### src/rtl/disp_hex_scan.sv
`default_nettype none
// ============================================================================
// Module   : disp_hex_scan
// Brief    : Multiplexed hex 7-segment scanner, frame-synchronous updates
// Revision : 1.0
// ============================================================================
module disp_hex_scan #(
    parameter int NUM_DIGITS   = 4,
    parameter int REFRESH_DIV  = 50000,
    parameter int BLINK_FRAMES = 64
) (
    input  logic                    clk,
    input  logic                    reset,
    input  logic [4*NUM_DIGITS-1:0] data_in,
    input  logic                    load,
    input  logic                    blank_lz,
    input  logic                    blink_en,
    output logic [6:0]              seg,
    output logic [NUM_DIGITS-1:0]   dig_sel,
    output logic                    frame_done
);

    localparam int c_DIV_W = (REFRESH_DIV > 1) ? $clog2(REFRESH_DIV) : 1;
    localparam int c_IDX_W = (NUM_DIGITS > 1) ? $clog2(NUM_DIGITS) : 1;
    localparam int c_FRM_W = (BLINK_FRAMES > 1) ? $clog2(BLINK_FRAMES) : 1;

    localparam logic [c_DIV_W-1:0]    c_DIV_LAST = c_DIV_W'(REFRESH_DIV - 1);
    localparam logic [c_IDX_W-1:0]    c_IDX_LAST = c_IDX_W'(NUM_DIGITS - 1);
    localparam logic [c_FRM_W-1:0]    c_FRM_LAST = c_FRM_W'(BLINK_FRAMES - 1);
    localparam logic [NUM_DIGITS-1:0] c_DIG_ONE  = NUM_DIGITS'(1);
    localparam logic [6:0]            c_SEG_OFF  = 7'b1111111;
    localparam logic [6:0]            c_SEG_ZERO = 7'b1000000;

    logic [c_DIV_W-1:0]      r_div_cnt;
    logic [c_IDX_W-1:0]      r_idx;
    logic [c_FRM_W-1:0]      r_frm_cnt;
    logic                    r_blink_off;
    logic [4*NUM_DIGITS-1:0] r_disp;
    logic [4*NUM_DIGITS-1:0] r_pend_reg;
    logic                    r_pend;

    logic                    w_tick;
    logic                    w_wrap;
    logic [c_DIV_W-1:0]      w_div_next;
    logic [c_IDX_W-1:0]      w_idx_next;
    logic [4*NUM_DIGITS-1:0] w_disp_next;
    logic [c_FRM_W-1:0]      w_frm_next;
    logic                    w_blink_off_next;
    logic [3:0]              w_nib;
    logic                    w_upper_zero;
    logic                    w_blank;

    function automatic logic [6:0] f_glyph(input logic [3:0] nib);
        case (nib)
            4'h0:    f_glyph = 7'b1000000;
            4'h1:    f_glyph = 7'b1111001;
            4'h2:    f_glyph = 7'b0100100;
            4'h3:    f_glyph = 7'b0110000;
            4'h4:    f_glyph = 7'b0011001;
            4'h5:    f_glyph = 7'b0010010;
            4'h6:    f_glyph = 7'b0000010;
            4'h7:    f_glyph = 7'b1111000;
            4'h8:    f_glyph = 7'b0000000;
            4'h9:    f_glyph = 7'b0010000;
            4'hA:    f_glyph = 7'b0001000;
            4'hB:    f_glyph = 7'b0000011;
            4'hC:    f_glyph = 7'b1000110;
            4'hD:    f_glyph = 7'b0100001;
            4'hE:    f_glyph = 7'b0000110;
            default: f_glyph = 7'b0001110;
        endcase
    endfunction

    always_comb begin
        w_tick     = (r_div_cnt == c_DIV_LAST);
        w_wrap     = w_tick && (r_idx == c_IDX_LAST);
        w_div_next = w_tick ? '0 : r_div_cnt + 1'b1;

        w_idx_next = r_idx;
        if (w_tick) begin
            w_idx_next = (r_idx == c_IDX_LAST) ? '0 : r_idx + 1'b1;
        end

        // New data only lands at the frame boundary so a frame is never torn
        w_disp_next = (w_wrap && r_pend) ? r_pend_reg : r_disp;

        w_frm_next       = r_frm_cnt;
        w_blink_off_next = r_blink_off;
        if (!blink_en) begin
            w_frm_next       = '0;
            w_blink_off_next = 1'b0;
        end else if (w_wrap) begin
            if (r_frm_cnt == c_FRM_LAST) begin
                w_frm_next       = '0;
                w_blink_off_next = ~r_blink_off;
            end else begin
                w_frm_next = r_frm_cnt + 1'b1;
            end
        end

        w_nib        = 4'h0;
        w_upper_zero = 1'b1;
        for (int j = 0; j < NUM_DIGITS; j++) begin
            if (j == int'(w_idx_next)) begin
                w_nib = w_disp_next[4*j +: 4];
            end
            if ((j >= int'(w_idx_next)) && (w_disp_next[4*j +: 4] != 4'h0)) begin
                w_upper_zero = 1'b0;
            end
        end

        w_blank = (blank_lz && (w_idx_next != '0) && w_upper_zero) ||
                  (blink_en && w_blink_off_next);
    end

    always_ff @(posedge clk) begin
        if (reset) begin
            r_div_cnt   <= '0;
            r_idx       <= '0;
            r_frm_cnt   <= '0;
            r_blink_off <= 1'b0;
            r_disp      <= '0;
            r_pend_reg  <= '0;
            r_pend      <= 1'b0;
            seg         <= c_SEG_ZERO;
            dig_sel     <= c_DIG_ONE;
            frame_done  <= 1'b0;
        end else begin
            r_div_cnt   <= w_div_next;
            r_idx       <= w_idx_next;
            r_frm_cnt   <= w_frm_next;
            r_blink_off <= w_blink_off_next;
            r_disp      <= w_disp_next;
            frame_done  <= w_wrap;

            // A load on the wrap tick overrides the clear, so it commits next frame
            if (load) begin
                r_pend_reg <= data_in;
                r_pend     <= 1'b1;
            end else if (w_wrap) begin
                r_pend <= 1'b0;
            end

            if (w_tick) begin
                dig_sel <= c_DIG_ONE << w_idx_next;
                seg     <= w_blank ? c_SEG_OFF : f_glyph(w_nib);
            end
        end
    end

endmodule
`default_nettype wire

### config.mk
export PLATFORM = sky130hd
export DESIGN_NAME = disp_hex_scan
export DESIGN_NICKNAME = d
export VERILOG_FILES = /design/src/rtl/disp_hex_scan.sv
export SDC_FILE = /design/constraint.sdc
export NUM_CORES = 1
export LEC_CHECK = 0
export CORE_MARGIN = 5
export CORE_UTILIZATION = 35
export DETAILED_ROUTE_END_ITERATION = 8
export GPL_ROUTABILITY_DRIVEN = 0
export GPL_TIMING_DRIVEN = 0
export REMOVE_ABC_BUFFERS = 1
export SYNTH_ARGS = -nofsm -noshare
export SYNTH_HDL_FRONTEND = slang
export SYNTH_SLANG_ARGS = --single-unit
### constraint.sdc
create_clock -name clk -period 4.8 [get_ports clk]
set_input_delay 0.96 -clock clk [delete_from_list [all_inputs] [get_ports clk]]
set_output_delay 0.96 -clock clk [all_outputs]
set_load 0.005 [all_outputs]
==> results of run 1 <==
## placed cells by master (no fill, tap or decap), types with 6 or more instances in the layout
| cell | synthesis | layout |
|---|---|---|
| clkdlybuf4s50_1 | 0 | 31 |
| nor4_1 | 7 | 7 |
| xnor2_1 | 7 | 7 |
| nand3_1 | 19 | 19 |
| nor2_1 | 60 | 60 |
| o21ai_0 | 8 | 8 |
| xor2_1 | 12 | 12 |
| inv_1 | 6 | 6 |
| a21oi_1 | 29 | 29 |
| clkbuf_8 | 0 | 9 |
| mux2i_1 | 29 | 28 |
| nand2_1 | 52 | 52 |
| mux2_2 | 6 | 6 |
| dfxtp_1 | 70 | 70 |
| ha_1 | 8 | 8 |
## cell type report
| class | count | area share (%) |
|---|---|---|
| Clock buffer | 9 | 3.120 |
| Clock inverter | 7 | 2.490 |
| Inverter | 6 | 0.5673 |
| Multi-Input combinational cell | 294 | 46.01 |
| Sequential cell | 70 | 35.30 |
| Tap cell | 129 | 4.066 |
| Timing Repair Buffer | 33 | 8.446 |
## critical path, cell delays in order (launching register included)
cell and delay, ns:
dfxtp_1 0.37, or4_4 0.57, nor4_4 0.94, mux2i_2 0.85, mux2i_1 0.27, nand3_1 0.10, nand3_1 0.29, inv_1 0.13
ha_1 0.27, or3_1 0.40, o221ai_2 0.08, a211oi_2 0.09
## power groups by stage
| stage | combinational, µW | sequential (µW) | clock, µW |
|---|---|---|---|
| after floorplan | 20.2 | 610 | 0 |
| after global placement | 50.2 | 613 | 0 |
| after detailed placement | 52.2 | 613 | 0 |
| after CTS | 52.4 | 599 | 545 |
| after global routing | 56.8 | 601 | 571 |
| final | 51.3 | 599 | 526 |
## metal layers
| layer | vias up | global-route usage, % |
|---|---|---|
| met4 | 0 | 6.312 |
| li1 | 1396 | - |
| met3 | 13 | 3.179 |
| met2 | 37 | 20.91 |
| met1 | 1285 | 16.98 |
| met5 | - | 0 |
## stage by stage
step / hold WS [ns] / setup WS [ns] / setup TNS (ns) / cells / utilization (%)
after floorplan: 0.4132 / 0.8288 / 0 / 370 / -
after global placement: 0.4246 / -0.01984 / -0.01984 / 531 / 40.16
after detailed placement: 0.4375 / 0.001944 / 0 / 532 / 40.32
after CTS: 0.4481 / 0.2951 / 0 / 548 / 42.76
after global routing: 0.4753 / 0.03941 / 0 / 548 / 42.76
final: 0.4486 / 0.3235 / 0 / 548 / 42.76
## cell families (layout without fill, tap and decap cells)
kind of cell               after synthesis  in the layout  synth area share, %
xor gates and xnor gates                19             19                4.983
AOI/OAI and AO/OA                       61             61                11.91
buffers and inverters                   27             55                3.447
DFF                                     70             70                41.96
adders and majority gates                8              8                2.997
and+or+nand+nor                        171            171                23.98
muxes                                   35             35                10.72
## worst paths after layout
check | endpoint | slack, ns | cells after the start
max | seg[0]$_SDFFE_PP0N_ | 0.32 | 11
min | r_div_cnt[0]$_SDFF_PP0_ | 0.45 | 1
max reg2reg | seg[0]$_SDFFE_PP0N_ | 0.32 | 11
min reg2reg | r_div_cnt[0]$_SDFF_PP0_ | 0.45 | 1
==> flow_summary.toml, run 1 <==
[status]
status = "finished clean"

[timing]
finalClockSkew_ns = 0.01159
max_freq_mhz = 223.4
finalCritPeriodShare_pct = 93.26
final.min_clock_period_ns = 4.477
rsz0062_at_grt = "false"
drv_slew = 0
setup_viol = 0
worstMarginPinSlew_ns = 1.134
hold_viol_final = 0
maxSlewHeadroom_pct = 23.84

[yosys]
ys_ff_latch = 70
synth.most_common_cell = "dfxtp_1"
synthTopCellsByCount = "70 x dfxtp_1, 60 x nor2_1, 52 x nand2_1, 29 x a21oi_1, 29 x mux2i_1"
async_reset_ff_share_pct = 0
yosysUniqueCellTypes = 47
syn_avg_cell_area_um2 = 8.541
synth-edff-count = 0
synth_top_area_cell = "dfxtp_1"
yosysWarningCount = 0
ys_seq_area_share_pct = 41.96
synth_top_area_share_pct = 41.96
synth_area_um2 = 3339
yosys-top-cells-area = "dfxtp_1 42%, mux2i_1 8.7%, nor2_1 6.7%, nand2_1 5.8%, a21oi_1 4.3%"
dominantRegCellSynth = "dfxtp_1"
netlist_instances = 391

[pwr]
clock_power_share_pct = 44.7
leakage_uw = 0.001443
p_per_area_nw_per_um2 = 296.4
peakVddDrop_uv = 135.3
power.total_uw = 1177
p_sw_share_pct = 22.40
p_int_uw = 913.3
netSwitchingPower_uw = 263.6
p_seq_share_pct = 50.9
p_comb_share_pct = 4.4

[critical_path]
worst_ep_required_time_ns = 5.02
path_class = "reg -> reg"
crit_path_max_fanout = 18
crit_arrival_ns = 4.69
crit_path_end_kind = "flop"
cp-start-kind = "flop"
timing.rr.start = "r_div_cnt[4]$_SDFF_PP0_"
startpoint = "r_div_cnt[4]$_SDFF_PP0_"

[die]
coreArea_um2 = 9284
die_h_um = 107.7
rows = 35
start_util_pct = 35.97
dieArea_um2 = 11600
io_pins = 33
die_width_um = 107.7

[placement]
port_buffers = 32
dp_hpwl_um = 4941
place_area_um2 = 3744

[global_routing]
grt_pass1_wl_um = 12460
antenna_found_initial = 0
grt_max_degree = 50
gr-total-overflow = 0
grt_pass1_vias = 2744
grt.total_usage_pct = 13.27

[layout]
seqCellArea_um2 = 1401
diodes = 0
drive_above_1_share_pct = 8.353
largest_reg_flops = 17
n_fill_cell = 949
nets = 443
multi_input_area_um2 = 1827
final_cell_area_um2 = 3970
syn_to_final_growth_pct = 18.88

[detailed_routing]
drt_wl_total_um = 7205
dr.pass1.iters = 4
wl_met1_um = 3562
drc_errors = 0
route.detailed.wl_per_inst_um = 13.15
wl_met3_um = 260
highest_layer = "met4"
ant_nets = 0
via_per_inst = 4.984
drt_first_iter_violations = 168
met2_length_um = 3241
vias = 2731

[clock_network]
cts-buffers-inserted = 9
cts.reportedPaths.clkPinSlew_ns = 0.08
cts-root-buf = "clkbuf_8"
cts_tree = "yes"
clk_path_buf_depth = 2
htreeDepth = 3
hold_buffers = 0
clk_latency_ns = 0.35
cts_resized = 1
cts_sinks = 70
cts_setup_buffers = 0

[job]
max_cap_viol_count = 0

[worst_hold_path]
hold_class = "reg -> reg"
worstHoldStart = "r_div_cnt[0]$_SDFF_PP0_"
(Power assumes the default switching activity.)
==> inputs of run 2 (changes only) <==
CAP_MARGIN = 25   (was default)
CORE_MARGIN = 2   (was 5)
clock period = 5.45 ns   (was 4.8 ns; I/O delays follow)
==> flow_summary.toml, run 2 (same netlist as run 1, synthesis figures left out) <==
[clock_network]
cts-buffers-inserted = 9
cts_sinks = 70
cts-root-buf = "clkbuf_8"
cts_tree = "yes"
cts_resized = 0
htreeDepth = 3
hold_buffers = 0
clk_path_buf_depth = 2
cts_setup_buffers = 0
clk_latency_ns = 0.35
cts.reportedPaths.clkPinSlew_ns = 0.08

[timing]
finalSetupTns_ns = 0
final.min_clock_period_ns = 3.962
finalClockSkew_ns = 0.01018
worstMarginPinSlew_ns = 0.9960
max_freq_mhz = 252.4
hold_viol_final = 0
finalCritPeriodShare_pct = 72.70
drv_slew = 0
maxSlewHeadroom_pct = 33.39
setup_viol = 0
rsz0062_at_grt = "false"

[placement]
place_area_um2 = 3750
port_buffers = 32
dp_hpwl_um = 4748

[critical_path]
reg2regPathDepth = 13
crit_path_end_kind = "flop"
cp-start-kind = "flop"
crit_path_max_fanout = 14
r2r-end = "seg[0]$_SDFFE_PP0N_"
ff2ff_setup_slack_ns = 1.49
path_class = "reg -> reg"
worst_ep_required_time_ns = 5.65
crit_arrival_ns = 4.16
timing.rr.start = "r_div_cnt[4]$_SDFF_PP0_"

[detailed_routing]
drt_first_iter_violations = 106
vias = 2707
route.detailed.wl_per_inst_um = 12.64
drt_wl_total_um = 6941
ant_nets = 0
via_per_inst = 4.931
drc_errors = 0
dr.pass1.iters = 4

[die]
rows = 35
die_width_um = 101.7
coreArea_um2 = 9240
die_h_um = 101.7
io_pins = 33
dieArea_um2 = 10340
start_util_pct = 36.14

[layout]
final_cell_area_um2 = 3995
largest_reg_flops = 17
final_common_cell = "dfxtp_1"
diodes = 0
utilization_pct = 43.24
drive_above_1_share_pct = 8.333
final_cell_mix = "70 x dfxtp_1, 60 x nor2_1, 52 x nand2_1"
nets = 444
syn_to_final_growth_pct = 19.63

[worst_hold_path]
worstHoldStart = "r_div_cnt[0]$_SDFF_PP0_"
hold_path_end = "r_div_cnt[0]$_SDFF_PP0_"
hold_class = "reg -> reg"
whs_path_depth = 1

[global_routing]
grt.total_usage_pct = 14.48
grt_max_degree = 51
gr-total-overflow = 0
grt_pass1_vias = 2520
grt_pass1_wl_um = 11760
antenna_found_initial = 0

[pwr]
leakage_uw = 0.001461
peakVddDrop_uv = 133.0
p_per_area_nw_per_um2 = 270.8

[status]
status = "finished clean"

[job]
max_cap_viol_count = 0
[run 2: worst max path at each step]
stage	start	slack [ns]	end
CTS	r_div_cnt[4]$_SDFF_PP0_	1.51	seg[0]$_SDFFE_PP0N_
floorplan	r_div_cnt[4]$_SDFF_PP0_	1.48	seg[0]$_SDFFE_PP0N_
global placement	r_div_cnt[5]$_SDFF_PP0_	0.64	seg[0]$_SDFFE_PP0N_
global route	r_div_cnt[0]$_SDFF_PP0_	1.11	seg[0]$_SDFFE_PP0N_
detailed placement	r_div_cnt[5]$_SDFF_PP0_	1.50	seg[0]$_SDFFE_PP0N_
finish	r_div_cnt[4]$_SDFF_PP0_	1.49	seg[0]$_SDFFE_PP0N_
[run 2: cell type report]
type | count | area, µm²
multi-input combinational | 294 | 1823
timing repair buffer | 34 | 341.6
sequential | 70 | 1401
tap | 129 | 161.4
clock inverter | 7 | 121.4
inverter | 6 | 22.52
fill | 925 | 5245
clock buffer | 9 | 123.9
[run 2: power breakdown]
part / switching [µW] / total, µW / internal, µW
logic: 19.7 / 43.3 / 23.5
clock network: 205 / 511 / 306
registers: 7.24 / 528 / 521
[run 2: worst max-delay path, stage by stage, from the launching register on]
cell      delay (ns)
dfxtp_1         0.36
or4_4           0.57
nor4_4          0.41
buf_8           0.22
mux2i_1         0.52
buf_6           0.23
mux2i_1         0.19
nand3_1         0.09
nand3_1         0.28
inv_1           0.13
ha_1            0.26
or3_1           0.39
o221ai_2        0.08
a211oi_2        0.09
[run 2: stage by stage]
step                      hold WS, ns  worst slack, ns  power, µW  cells
after floorplan                0.4132            1.479      555.3    370
after global placement         0.4270           0.6406      583.4    531
after detailed placement       0.4351            1.503      583.8    533
after CTS                      0.4495            1.508       1099    549
after global routing           0.4757            1.105       1128    549
final                          0.4476            1.488       1082    549
[run 2: per-layer routing]
metal / up-vias / track usage, % / wire, µm
met2: 44 / 22.01 / 3136
met3: 4 / 4.003 / 248
met4: 0 / 5.925 / 51
met5: - / 0 / 0
li1: 1409 / - / -
met1: 1250 / 19.36 / 3505
